File: config.mk
export PLATFORM = sky130hd
export DESIGN_NAME = fft_bank_addr_gen
export DESIGN_NICKNAME = d
export VERILOG_FILES = /design/src/rtl/fft_bank_addr_gen.sv
export SDC_FILE = /design/constraint.sdc
export NUM_CORES = 1
export LEC_CHECK = 0
export BUFFER_PORTS_ARGS = -buffer_cell sky130_fd_sc_hd__buf_2
export CAP_MARGIN = 30
export CORE_ASPECT_RATIO = 1.4
export CORE_MARGIN = 3
export CORE_UTILIZATION = 35
export CTS_BUF_LIST = sky130_fd_sc_hd__clkbuf_2
export CTS_CLUSTER_DIAMETER = 60
export DETAILED_ROUTE_END_ITERATION = 8
export PLACE_DENSITY = 0.56
export RECOVER_POWER = 50
export SYNTH_ARGS = -nofsm -noshare
export SYNTH_HDL_FRONTEND = slang
export SYNTH_SLANG_ARGS = --single-unit
File: constraint.sdc
create_clock -name clk_i -period 7.24 [get_ports clk_i]
set_clock_uncertainty 0.2 [all_clocks]
set_input_delay 1.448 -clock clk_i [delete_from_list [all_inputs] [get_ports clk_i]]
set_output_delay 1.448 -clock clk_i [all_outputs]
set_load 0.02 [all_outputs]
File: src/rtl/fft_bank_addr_gen.sv
// rtl/fft_bank_addr_gen.sv - multi-bank SRAM load/compute address and enable generator for the FFT core
module fft_bank_addr_gen #(
  parameter int AddrWidth = 7,
  parameter int NumBanks  = 4,
  parameter int NumStages = 4,
  parameter int WbLatency = 6
) (
  input  logic                                 clk_i,
  input  logic                                 rst_ni,
  input  logic                                 start_i,
  input  logic                                 in_valid_i,
  output logic                                 in_ready_o,
  output logic [NumBanks-1:0]                  wen_o,
  output logic [NumBanks-1:0][AddrWidth-1:0]   waddr_o,
  output logic [NumBanks-1:0]                  ren_o,
  output logic [NumBanks-1:0][AddrWidth-1:0]   raddr_o,
  output logic [$clog2(NumStages+1)-1:0]       stage_o,
  output logic                                 busy_o,
  output logic                                 start_fft_o,
  output logic                                 done_o
);

  localparam int BankBits = $clog2(NumBanks);
  localparam int CntW     = AddrWidth + BankBits;
  localparam int StageW   = $clog2(NumStages + 1);

  localparam logic [CntW-1:0]      LdLast    = {CntW{1'b1}};
  localparam logic [AddrWidth-1:0] RdLast    = {AddrWidth{1'b1}};
  localparam logic [StageW-1:0]    LastStage = StageW'(NumStages);

  localparam logic [2:0] ST_IDLE  = 3'd0;
  localparam logic [2:0] ST_LOAD  = 3'd1;
  localparam logic [2:0] ST_RD    = 3'd2;
  localparam logic [2:0] ST_DRAIN = 3'd3;
  localparam logic [2:0] ST_DONE  = 3'd4;

  // stage_q holds the external encoding: 0 while loading, s+1 during compute stage s
  logic [2:0]                              state_q, state_d;
  logic [CntW-1:0]                         ld_cnt_q, ld_cnt_d;
  logic [AddrWidth-1:0]                    rd_cnt_q, rd_cnt_d;
  logic [StageW-1:0]                       stage_q, stage_d;
  logic [WbLatency-1:0]                    dl_vld_q, dl_vld_d;
  logic [WbLatency-1:0][AddrWidth-1:0]     dl_addr_q, dl_addr_d;

  logic                                    in_ready_q, in_ready_d;
  logic [NumBanks-1:0]                     wen_q, wen_d;
  logic [NumBanks-1:0][AddrWidth-1:0]      waddr_q, waddr_d;
  logic [NumBanks-1:0]                     ren_q, ren_d;
  logic [NumBanks-1:0][AddrWidth-1:0]      raddr_q, raddr_d;
  logic [StageW-1:0]                       stage_out_q, stage_out_d;
  logic                                    busy_q, busy_d;
  logic                                    start_fft_q, start_fft_d;
  logic                                    done_q, done_d;

  logic                                    accept;
  logic                                    issue;
  logic                                    wb_vld;
  logic [AddrWidth-1:0]                    wb_addr;
  logic                                    last_wb;

  // A restart in the same cycle suppresses both a load acceptance and a read issue
  assign accept  = (state_q == ST_LOAD) && in_valid_i && !start_i;
  assign issue   = (state_q == ST_RD) && !start_i;
  assign wb_vld  = dl_vld_q[WbLatency-1];
  assign wb_addr = dl_addr_q[WbLatency-1];
  assign last_wb = (state_q == ST_DRAIN) && wb_vld && (wb_addr == RdLast);

  // Next-state, counters and write-back delay line; start_i overrides everything
  always_comb begin
    state_d     = state_q;
    ld_cnt_d    = ld_cnt_q;
    rd_cnt_d    = rd_cnt_q;
    stage_d     = stage_q;
    dl_vld_d    = '0;
    dl_addr_d   = '0;
    dl_vld_d[0]  = issue;
    dl_addr_d[0] = rd_cnt_q;
    for (int i = 1; i < WbLatency; i++) begin
      dl_vld_d[i]  = dl_vld_q[i-1];
      dl_addr_d[i] = dl_addr_q[i-1];
    end
    case (state_q)
      ST_IDLE: begin
        state_d = ST_IDLE;
      end
      ST_LOAD: begin
        if (accept) begin
          if (ld_cnt_q == LdLast) begin
            state_d  = ST_RD;
            ld_cnt_d = '0;
            rd_cnt_d = '0;
            stage_d  = StageW'(1);
          end else begin
            ld_cnt_d = ld_cnt_q + CntW'(1);
          end
        end
      end
      ST_RD: begin
        if (rd_cnt_q == RdLast) begin
          state_d  = ST_DRAIN;
          rd_cnt_d = '0;
        end else begin
          rd_cnt_d = rd_cnt_q + AddrWidth'(1);
        end
      end
      ST_DRAIN: begin
        if (last_wb) begin
          if (stage_q == LastStage) begin
            state_d = ST_DONE;
            stage_d = '0;
          end else begin
            state_d = ST_RD;
            stage_d = stage_q + StageW'(1);
          end
        end
      end
      ST_DONE: begin
        state_d = ST_IDLE;
      end
      default: begin
        state_d = ST_IDLE;
      end
    endcase
    if (start_i) begin
      state_d  = ST_LOAD;
      ld_cnt_d = '0;
      rd_cnt_d = '0;
      stage_d  = '0;
      dl_vld_d = '0;
    end
  end

  // Registered outputs: load writes, write-backs and reads for the next cycle
  always_comb begin
    in_ready_d  = (state_d == ST_LOAD);
    wen_d       = '0;
    waddr_d     = '0;
    ren_d       = '0;
    raddr_d     = '0;
    if (accept) begin
      wen_d[ld_cnt_q[BankBits-1:0]] = 1'b1;
      waddr_d = {NumBanks{ld_cnt_q[CntW-1:BankBits]}};
    end else if (wb_vld && !start_i) begin
      wen_d   = '1;
      waddr_d = {NumBanks{wb_addr}};
    end
    if (issue) begin
      ren_d   = '1;
      raddr_d = {NumBanks{rd_cnt_q}};
    end
    stage_out_d = start_i ? '0 : stage_q;
    busy_d      = start_i || (state_q != ST_IDLE);
    start_fft_d = issue && (stage_q == StageW'(1)) && (rd_cnt_q == '0);
    done_d      = (state_q == ST_DONE) && !start_i;
  end

  // State and output registers with asynchronous clear
  always_ff @(posedge clk_i or negedge rst_ni) begin
    if (!rst_ni) begin
      state_q     <= ST_IDLE;
      ld_cnt_q    <= '0;
      rd_cnt_q    <= '0;
      stage_q     <= '0;
      dl_vld_q    <= '0;
      dl_addr_q   <= '0;
      in_ready_q  <= 1'b0;
      wen_q       <= '0;
      waddr_q     <= '0;
      ren_q       <= '0;
      raddr_q     <= '0;
      stage_out_q <= '0;
      busy_q      <= 1'b0;
      start_fft_q <= 1'b0;
      done_q      <= 1'b0;
    end else begin
      state_q     <= state_d;
      ld_cnt_q    <= ld_cnt_d;
      rd_cnt_q    <= rd_cnt_d;
      stage_q     <= stage_d;
      dl_vld_q    <= dl_vld_d;
      dl_addr_q   <= dl_addr_d;
      in_ready_q  <= in_ready_d;
      wen_q       <= wen_d;
      waddr_q     <= waddr_d;
      ren_q       <= ren_d;
      raddr_q     <= raddr_d;
      stage_out_q <= stage_out_d;
      busy_q      <= busy_d;
      start_fft_q <= start_fft_d;
      done_q      <= done_d;
    end
  end

  assign in_ready_o  = in_ready_q;
  assign wen_o       = wen_q;
  assign waddr_o     = waddr_q;
  assign ren_o       = ren_q;
  assign raddr_o     = raddr_q;
  assign stage_o     = stage_out_q;
  assign busy_o      = busy_q;
  assign start_fft_o = start_fft_q;
  assign done_o      = done_q;

endmodule

Word-level counts from Yosys, hierarchy flattened
Index checks and enable logic that the tools add are counted.
Operators by class
  add/sub/neg operators: 3
  $lt $le $gt $ge: 2
  equal/unequal tests: 13
  muxes and demuxes: 32
  reduce and logical (&&, ||, !) cells: 21
Operators by type and width (number)
  $mux W28: 3
  $mux W3: 12
  $mux W9: 4
  $mux W7: 4
  $eq A7 B7 Y1 const B: 2
  $pmux W7 S2: 1
  $mux W4: 3
  $logic_and A1 B1 Y1: 10
  $add A9 B1 Y9 const B: 1
  $eq A3 B1 Y1 const B: 3
  $eq A9 B9 Y1 const B: 1
  $pmux W3 S3: 1
  $reduce_bool A3 Y1: 3
  $add A7 B1 Y7 const B: 1
  $logic_not A7 Y1: 1
  $eq A3 B2 Y1 const B: 2
  $eq A3 B3 Y1 const B: 2
  $mux W6: 1
  $ne A3 B3 Y1 const B: 2
  $pmux W3 S2: 1
  $reduce_and A4 Y1: 1
  $reduce_bool A2 Y1: 2
  $add A3 B1 Y3 const B: 1
  $lt A2 B3 Y1 const B: 1
  other kinds (8): 8
Storage, ports and cells
  flip-flop bits (word level): 141
  output and inout port bits: 71
  logic and storage cells: 97

Logic depth before layout (Yosys ltp)
Gate-level depths: netlist (run 1).
  depth after elaboration: 7
  mapped depth: 9
  depth with buffers taken out: 9

Worst setup path before layout (run 1)
No wires, ideal clock.
  kind: in2reg
  start point: input start_i
  end point: register rd_cnt_q[5]
  library setup time: 80 ps
  data arrival time: 2600 ps
  required time: 6960 ps
  setup slack: 4359 ps
  cell stages on the path: 4
  cell sequence: or4b_4 -> buf_6 -> or4_4 -> o211ai_2
On the way
  longest elaborated chain between the ends: 4
  elaborated cells on any way between the ends: 7
  classes of those cells: eq/ne: 2; mux: 1; reduce/logical: 4
RTL lines
  from (decl): line 10  | input logic start_i,
  $logic_not A1 Y1: line 62  | assign accept = (state_q == ST_LOAD) && in_valid_i && !start_i;
  $logic_and A1 B1 Y1: line 62
  $ne A3 B3 Y1 (no source line)
  $reduce_and A3 Y1 (no source line)
  to (signal assigned): line 178  | rd_cnt_q <= rd_cnt_d;
  to (decl): line 40  | logic [AddrWidth-1:0] rd_cnt_q, rd_cnt_d;
Several ways; a longest one is shown, not always the timed one.
A chain may end at the register's enable or synchronous reset.

==> flow_summary_export.csv, run 1 <==
group,metric,value,unit
setup_path,critical_path_buf_inv_count,2,
job,maxCapViolations,1,
floorplanning,die_w,93.6,um
sta,whs,155,ps
synthesis,netlist_area,3760,um2
route,wl_per_cell,13.4,um
setup_path,cp.required,7680,ps
synthesis,syn_inst,301,
worst_hold_path,min_to,"dl_addr_d[37]$_DFF_PN0_",
route,drt_iter0_drc,120,
setup_path,reg2reg_to,"ld_cnt_q[6]$_DFFE_PN0P_",
route,drt-total-wl,6.40,mm
grt,grt_first_pass_wirelength,9.98,mm
power_and_ir_drop,power_density,213,nW/um2
synthesis,syn_area_per_cell,12.5,um2
setup_path,worstPathArrival,3580,ps
setup_path,cp_slowest_stage_delay,1310,ps
clocking,cts-root-buf,"clkbuf_2",
setup_path,reg2reg_depth,8,
place,place_congestion,0.827,
setup_path,critPathSlowestCell,"clkbuf_1",
place,hpwl,4.33,mm
floorplanning,ios,75,
clocking,cts-htree-levels,3,
setup_path,worstSetupPathType,"primary input to asynchronous set/reset pin",
floorplanning,dieArea,12000,um2
cells_and_area,fin_nets,347,
synthesis,ys_seq_elements,95,
power_and_ir_drop,p_total,863,uW
run_status,violations,"capacitance limit, slew limit",
clocking,cts_tree,"yes",
sta,min_period,3150,ps
setup_path,cp_top_family,"buffers and inverters",
setup_path,crit_start,"rst_ni",
route,vias,2221,
setup_path,critPathLaunchType,"primary input",
synthesis,ys.flop_type,"dfrtp_1",
synthesis,synth_edf_count,0,
sta,fmax,0.318,GHz
clocking,worstSkewPairLatency,540,ps
clocking,clock-sinks,95,
grt,grt_max_degree,62,
synthesis,async_reset_ff_frac,1.00,
cells_and_area,areaGrowthSynthToFinish,7.55,%
sta,timing_hold_violations_final,0,
grt,antenna_found_initial,0,
floorplanning,die_h,129,um
grt,track_usage,0.109,
clocking,clk_path_buf_depth,2,
clocking,hold_buffers,0,
place,portBuffers,74,
synthesis,ys_seq_area_frac,0.632,
cells_and_area,antenna_cells,0,
worst_hold_path,hp-class,"flop to flop",
synthesis,synth_common_cells,"95 x dfrtp_1, 46 x buf_4, 17 x nand2_1",
floorplanning,initial_utilization,0.361,
floorplanning,rows,44,
worst_hold_path,hold_depth,0,
setup_path,crit_fanout,61,
synthesis,yosysTopAreaCell,"dfrtp_1",
cells_and_area,drive_gt1_frac,0.287,
power_and_ir_drop,leakage,0.00219,uW
grt,grt-ovfl-total,0,
sta,setup_viol,0,
synthesis,postSynthNetCount,315,
sta,period_share,0.434,
clocking,cts_resized,0,
sta,rsz0062_at_grt,"no",
grt,grt_pass1_vias,2031,
synthesis,yosysMostFrequentCell,"dfrtp_1",
synthesis,synth_cell_types,51,
floorplanning,core,10400,um2
run_status,outcome,"finished with violations",
clocking,cts_setup_buffers,0,
clocking,cts_buffers,9,
clocking,clkTransAtPathRegs,240,ps
setup_path,rrSetupSlack,4330,ps
setup_path,critical_path.endpoint_type,"asynchronous set/reset pin",
worst_hold_path,min_from,"dl_addr_d[30]$_DFF_PN0_",
route,ant_nets,0,
route,viasPerCell,4.67,
synthesis,synth_top_area_share,0.632,
power_and_ir_drop,ir_drop,0.0000941,V
setup_path,reg2reg_from,"ld_cnt_q[0]$_DFFE_PN0P_",
setup_path,crit_chain,"clkbuf_1 > buf_4",
route,drc,0,
synthesis,ys_top_cells_by_area,"dfrtp_1 63%, buf_4 9.2%, ha_1 3.3%",
sta,setup_tns,0,ps
route,first_pass_iters,5,
sta,drv_slew,36,
sta,tightest_slew,1870,ps
sta,slew_headroom,-0.244,
synthesis,ys_warn_count,0,
[logic make-up after synthesis]
logic type                 Yosys count  synth area share
AOI/OAI and AO/OA                   43            0.0835
xor gates and xnor gates             2           0.00466
adders and majority gates           10            0.0333
buffers and inverters               66             0.118
DFF                                 95             0.632
muxes                                4            0.0116
and+or+nand+nor                     81             0.117
[power breakdown]
part           leakage (uW)  internal [uW]  switching [uW]  total [uW]
registers           0.00131            536            4.87         541
logic              0.000796           7.90            23.6        31.5
clock network     0.0000803            115             176         291
total               0.00219            659             205         863
[registers in the layout, indices dropped and copies added, names as in the netlist]
signal       cells
busy_o           1
dl_addr_d       35
dl_vld_q         6
done_o           1
in_ready_o       1
ld_cnt_q         9
raddr_o          7
rd_cnt_q         7
stage_o          3
stage_q          3
start_fft_o      1
state_q          3
waddr_o          7
wb_addr          7
wen_o            4
[layout by cell type, fill, tap and decap left out, types with 5 or more instances in the layout]
cell type  instances
dfrtp_1           95
nor2_1            16
inv_1             12
nand2_1           17
nand3_1           11
nor2b_1            7
a22o_1            10
clkbuf_2           9
o21ai_0            7
and2_1             5
a21oi_1            5
ha_1              10
buf_2             72
[how the worst max path moves through the flow]
| stage | end | slack (ps) | depth (start not counted) |
|---|---|---|---|
| 2_1_floorplan | rd_cnt_q[5]$_DFFE_PN0P_ | 4360 | 4 |
| 3_3_place_gp | rd_cnt_q[5]$_DFFE_PN0P_ | 4120 | 4 |
| 3_5_place_dp | ld_cnt_q[6]$_DFFE_PN0P_ | 4080 | 5 |
| 4_1_cts | ren_o[2] | 4260 | 1 |
| 5_1_grt | dl_addr_d[34]$_DFF_PN0_ | 3710 | 2 |
| 6_report | dl_addr_d[34]$_DFF_PN0_ | 4090 | 2 |
[final cells by class]
class	count	area, um2
Fill cell	1008	6360
Sequential cell	95	2380
Multi-Input combinational cell	140	936
Timing Repair Buffer	75	375
Tap cell	138	173
Clock inverter	7	93.8
Clock buffer	9	45.0
Inverter	12	45.0
[per-stage QoR]
stage                     worst slack, ps  utilization  cells  instance area (um2)
after floorplan                      4360            -    301                 3760
after global placement               4120        0.376    460                 3920
after detailed placement             4080        0.376    460                 3920
after CTS                            4260        0.390    476                 4050
after global routing                 3710        0.389    476                 4050
final                                4090        0.389    476                 4050
[layer usage]
layer,global-route usage,wire [um],vias to the layer above
li1,-,-,1033
met2,0.169,3050,81
met4,0.0680,195,0
met3,0.0322,431,17
met1,0.133,2720,1090
met5,0,0,-
No activity file was read; power rests on OpenSTA's default activity.
==> inputs of run 2 (changes only) <==
==> constraint.sdc (replaced) <==
create_clock -name clk_i -period 3.2 [get_ports clk_i]
set_clock_uncertainty 0.2 [all_clocks]
set_input_delay 0.64 -clock clk_i [delete_from_list [all_inputs] [get_ports clk_i]]
set_output_delay 0.64 -clock clk_i [all_outputs]
set_load 0.02 [all_outputs]
==> run 2 against run 1 <==
The run now ends clean. Critical path depth grew 6. Sequential power grew 130%. Total power grew 120%. Via count grew 0.54%. Die area is the same. Clock power grew 98%. Global-route usage grew 0.50 points. Critical endpoint is now stage_q[1]$_DFFE_PN0P_. Highest routed layer unchanged.
==> flow_summary_export.csv, run 2 (synthesized netlist as in run 1, its figures left out) <==
group,metric,value,unit
run_status,outcome,"completed",
grt,grt_first_pass_wirelength,10.5,mm
job,maxCapViolations,0,
clocking,clkTransAtPathRegs,250,ps
floorplanning,die_w,93.6,um
sta,fmax,0.378,GHz
sta,timing.final.ws_setup,552,ps
cells_and_area,areaGrowthSynthToFinish,7.95,%
sta,drv_slew,0,
worst_hold_path,hp-class,"flop to flop",
grt,grt-ovfl-total,0,
cells_and_area,fin_util,0.390,
power_and_ir_drop,leakage,0.00219,uW
clocking,cts_setup_buffers,0,
route,drt_iter0_drc,109,
setup_path,cp_slowest_stage_delay,470,ps
route,wl_per_cell,13.1,um
route,drc,0,
cells_and_area,most-common-layout-cells,"95 x dfrtp_1, 73 x buf_2, 17 x nand2_1",
place,place_congestion,0.819,
cells_and_area,design_area,4060,um2
cells_and_area,antenna_cells,0,
cells_and_area,final_common_cell,"dfrtp_1",
clocking,clock-sinks,95,
floorplanning,die_h,129,um
setup_path,crit_top_cell,"and3_1",
cells_and_area,drive_gt1_frac,0.300,
sta,tightest_slew,1240,ps
route,vias,2233,
power_and_ir_drop,power_density,462,nW/um2
grt,grt_max_degree,51,
route,viasPerCell,4.67,
sta,min_period,2650,ps
setup_path,cp_top_family,"simple AND/OR/NAND/NOR gates",
floorplanning,core,10400,um2
route,ant_nets,0,
place,hpwl,4.39,mm
setup_path,critical_path_buf_inv_count,0,
route,first_pass_iters,4,
grt,antenna_found_initial,0,
cells_and_area,n_fill_cell,1008,
floorplanning,initial_utilization,0.361,
power_and_ir_drop,ir_drop,0.000210,V
clocking,cts-htree-levels,3,
floorplanning,rows,44,
setup_path,worstPathArrival,2920,ps
clocking,cts-root-buf,"clkbuf_2",
sta,setup_tns,0,ps
sta,period_share,0.827,
cells_and_area,fin_nets,349,
setup_path,crit_fanout,5,
sta,whs,156,ps
clocking,cts_buffers,9,
setup_path,critPathSlowestCell,"dfrtp_1",
clocking,cts_tree,"yes",
floorplanning,ios,75,
place,portBuffers,74,
grt,track_usage,0.114,
floorplanning,dieArea,12000,um2
setup_path,critPathLaunchType,"flop",
sta,timing_hold_violations_final,0,
setup_path,crit_chain,"ha_1 > and3_1 > and3_1 > and3_1 > ha_1 > nand4b_1 > o22ai_1 > mux2_2",
place,post_dp_cell_area,3940,um2
sta,setup_viol,0,
route,drt-total-wl,6.26,mm
sta,rsz0062_at_grt,"no",
place,pre_cts_ws,591,ps
grt,grt_pass1_vias,2167,
cells_and_area,largest_reg_flops,35,
setup_path,critical_path.endpoint_type,"flop",
sta,slew_headroom,0.174,
setup_path,worstSetupPathType,"flop to flop",
setup_path,cp.required,3470,ps
clocking,worstSkewPairLatency,560,ps
clocking,clk_path_buf_depth,2,
[run 2: through the flow]
step / cells / total power, uW
4_1_cts: 478 / 1910
3_3_place_gp: 461 / 1320
3_5_place_dp: 461 / 1320
2_1_floorplan: 301 / 1280
6_report: 478 / 1870
5_1_grt: 478 / 1980
[run 2: layout make-up]
cell class | count | area [um2] | share of cell area
clock buffer | 9 | 45.0 | 0.0111
clock inverter | 7 | 72.6 | 0.0179
inverter | 12 | 45.0 | 0.0111
multi-input combinational | 140 | 940 | 0.231
sequential | 95 | 2380 | 0.586
tap | 138 | 173 | 0.0425
timing repair buffer | 77 | 408 | 0.100
[run 2: worst paths after layout]
| check | start | to | slack [ps] | depth (start not counted) |
|---|---|---|---|---|
| worst max-delay path | ld_cnt_q[1]$_DFFE_PN0P_ | stage_q[1]$_DFFE_PN0P_ | 550 | 8 |
| worst min-delay path | dl_addr_d[31]$_DFF_PN0_ | dl_addr_d[38]$_DFF_PN0_ | 160 | 0 |
| worst max register to register | ld_cnt_q[1]$_DFFE_PN0P_ | stage_q[1]$_DFFE_PN0P_ | 550 | 8 |
| worst min register to register | dl_addr_d[31]$_DFF_PN0_ | dl_addr_d[38]$_DFF_PN0_ | 160 | 0 |
| max in group asynchronous | rst_ni | wb_addr[4]$_DFF_PN0_ | 1330 | 3 |
| min in group asynchronous | rst_ni | busy_o$_DFF_PN0_ | 630 | 2 |
[run 2: per-layer routing]
metal	share of wire	GRT usage
met1	0.41	0.132
met2	0.51	0.190
met3	0.061	0.0327
met4	0.023	0.0638
met5	0	0
[run 2: what timing repair did]
item | in CTS | in global routing
endpoints found under the hold margin | 49 | 0
hold buffers | 1 | 0
resized for setup | 0 | 0
[run 2: report_power, final]
part	total, uW	switching, uW	internal [uW]	leakage (uW)
clock network	575	393	182	0.0000699
registers	1220	10.7	1210	0.00131
logic	76.8	54.9	21.9	0.000814
==> inputs of run 3 (changes only) <==
==> constraint.sdc (replaced) <==
create_clock -name clk_i -period 2.75 [get_ports clk_i]
set_clock_uncertainty 0.2 [all_clocks]
set_input_delay 0.55 -clock clk_i [delete_from_list [all_inputs] [get_ports clk_i]]
set_output_delay 0.55 -clock clk_i [all_outputs]
set_load 0.02 [all_outputs]
==> run 3 against run 2 <==
Worst hold slack worse by 46 ps. Largest cell class unchanged. Sequential share of layout area is 0.82 points lower. Core utilization is 0.55 points higher. Non-clock buffer count is 5 higher. Critical path depth stayed put. Sequential cell count stayed put. Sequential power is 17% higher.
==> flow_summary_export.csv, run 3 (synthesized netlist as in run 1, its figures left out) <==
group,metric,value,unit
clocking,clk_path_buf_depth,2,
setup_path,worstSetupPathType,"flop to flop",
setup_path,reg2reg_to,"rd_cnt_q[3]$_DFFE_PN0P_",
setup_path,crit_fanout,7,
place,place_congestion,0.823,
power_and_ir_drop,leakage,0.00222,uW
setup_path,crit_top_cell,"and3_1",
sta,period_share,0.953,
cells_and_area,largest_reg_flops,35,
clocking,clock-sinks,95,
place,hpwl,4.47,mm
sta,setup_tns,0,ps
sta,setup_viol,0,
power_and_ir_drop,power_density,540,nW/um2
clocking,clkTransAtPathRegs,260,ps
floorplanning,rows,44,
setup_path,cp.required,3060,ps
floorplanning,ios,75,
power_and_ir_drop,internal_power,1660,uW
grt,track_usage,0.115,
setup_path,critPathLaunchType,"flop",
worst_hold_path,min_from,"start_i",
sta,min_period,2620,ps
grt,grt_max_degree,48,
grt,grt_first_pass_wirelength,10.7,mm
route,drt_iter0_drc,93,
floorplanning,die_w,93.6,um
place,post_dp_cell_area,3960,um2
route,first_pass_iters,4,
power_and_ir_drop,clockPowerShare,0.315,
job,maxCapViolations,0,
setup_path,critical_path_buf_inv_count,0,
cells_and_area,antenna_cells,0,
cells_and_area,fin_nets,354,
sta,timing.final.ws_setup,129,ps
clocking,cts-htree-levels,3,
grt,antenna_found_initial,0,
route,ant_nets,0,
cells_and_area,final_common_cell,"dfrtp_1",
sta,drv_slew,0,
floorplanning,die_h,129,um
setup_path,rrSetupSlack,130,ps
floorplanning,core,10400,um2
route,wl_per_cell,13.5,um
sta,rsz0062_at_grt,"no",
power_and_ir_drop,seqPwrFrac,0.642,
worst_hold_path,hold_depth,3,
setup_path,cp_top_family,"simple AND/OR/NAND/NOR gates",
setup_path,crit_chain,"ha_4 > and3_1 > and3_1 > and3_1 > ha_2 > nand4b_1 > o221a_4 > o31a_1",
power_and_ir_drop,p_comb_frac,0.043,
cells_and_area,n_fill_cell,1009,
run_status,outcome,"completed",
setup_path,reg2reg_from,"ld_cnt_q[0]$_DFFE_PN0P_",
power_and_ir_drop,switchingPower,559,uW
sta,timing_hold_violations_final,0,
setup_path,reg2reg_depth,8,
floorplanning,initial_utilization,0.361,
route,drt-total-wl,6.53,mm
cells_and_area,areaGrowthSynthToFinish,9.48,%
setup_path,critical_path.endpoint_type,"flop",
clocking,cts_tree,"yes",
place,portBuffers,74,
route,drc,0,
place,placedCellCount,464,
clocking,cts_buffers,9,
setup_path,critPathSlowestCell,"dfrtp_1",
setup_path,worstPathArrival,2930,ps
route,viasPerCell,4.69,
setup_path,cp_slowest_stage_delay,510,ps
power_and_ir_drop,ir_drop,0.000220,V
place,pre_cts_ws,152,ps
worst_hold_path,hp-class,"primary input to flop",
cells_and_area,design_area,4120,um2
sta,fmax,0.382,GHz
cells_and_area,drive_gt1_frac,0.322,
worst_hold_path,min_to,"raddr_o[0]$_DFF_PN0_",
floorplanning,dieArea,12000,um2
route,vias,2267,
power_and_ir_drop,switching_share,0.252,
power_and_ir_drop,p_total,2220,uW
cells_and_area,finalNonFillerCells,483,
clocking,cts-root-buf,"clkbuf_2",
grt,grt-ovfl-total,0,
cells_and_area,most-common-layout-cells,"95 x dfrtp_1, 73 x buf_2, 17 x nand2_1",
sta,slew_headroom,0.242,
sta,tightest_slew,1140,ps
clocking,worstSkewPairLatency,580,ps
grt,grt_pass1_vias,2261,
==> run 3: cell types whose count changed in the layout (fill, tap and decap cells not counted), sizes merged <==
cell,previous run,this run
buf,75,79
clkbuf,10,11
clkinv,4,1
inv,13,16
==> run 3: area by class of cell <==
| cell class | instances | area, um2 | area share |
|---|---|---|---|
| tap | 138 | 173 | 0.0419 |
| timing repair buffer | 82 | 430 | 0.105 |
| clock buffer | 9 | 45.0 | 0.0109 |
| clock inverter | 7 | 77.6 | 0.0188 |
| multi-input combinational | 140 | 970 | 0.235 |
| inverter | 12 | 45.0 | 0.0109 |
| sequential | 95 | 2380 | 0.577 |
==> run 3: worst min-delay path, delay by kind of cell <==
family / cells / cell delay [ps]
simple gates: 2 / 250
buf+inv: 1 / 100
==> run 3: how the worst max path moves through the flow <==
stage	endpoint	cells after the start	slack [ps]	from
finish	rd_cnt_q[3]$_DFFE_PN0P_	8	130	ld_cnt_q[0]$_DFFE_PN0P_
global placement	stage_q[1]$_DFFE_PN0P_	8	210	ld_cnt_q[0]$_DFFE_PN0P_
CTS	stage_q[1]$_DFFE_PN0P_	8	100	ld_cnt_q[0]$_DFFE_PN0P_
detailed placement	stage_q[1]$_DFFE_PN0P_	8	150	ld_cnt_q[0]$_DFFE_PN0P_
global route	rd_cnt_q[2]$_DFFE_PN0P_	9	10	ld_cnt_q[0]$_DFFE_PN0P_
floorplan	ld_cnt_q[5]$_DFFE_PN0P_	8	240	ld_cnt_q[0]$_DFFE_PN0P_
==> run 3: metrics by stage <==
| stage | hold slack (ps) | utilization |
|---|---|---|
| after floorplan | 54.4 | - |
| after global placement | 132 | 0.380 |
| after detailed placement | 135 | 0.380 |
| after CTS | 79.0 | 0.393 |
| after global routing | 60.8 | 0.396 |
| final | 109 | 0.396 |
==> run 3: power groups by stage <==
stage	sequential, uW	clock (uW)	combinational (uW)
2_1_floorplan	1450	0	43.0
3_3_place_gp	1450	0	94.3
3_5_place_dp	1450	0	94.8
4_1_cts	1420	726	96.0
5_1_grt	1430	790	110
6_report	1430	700	96.3
==> run 3: timing repair <==
action / 4_1_cts / 5_1_grt
hold endpoints to repair: 45 / 0
gates resized for setup: 0 / 6
buffers inserted: 0 / 2
setup endpoints to repair: 0 / 5
hold buffers: 1 / 0
==> run 3: per-layer routing <==
| layer | track usage | share of wire |
|---|---|---|
| met5 | 0 | 0 |
| met4 | 0.0561 | 0.017 |
| met3 | 0.0363 | 0.061 |
| met2 | 0.193 | 0.52 |
| met1 | 0.132 | 0.41 |
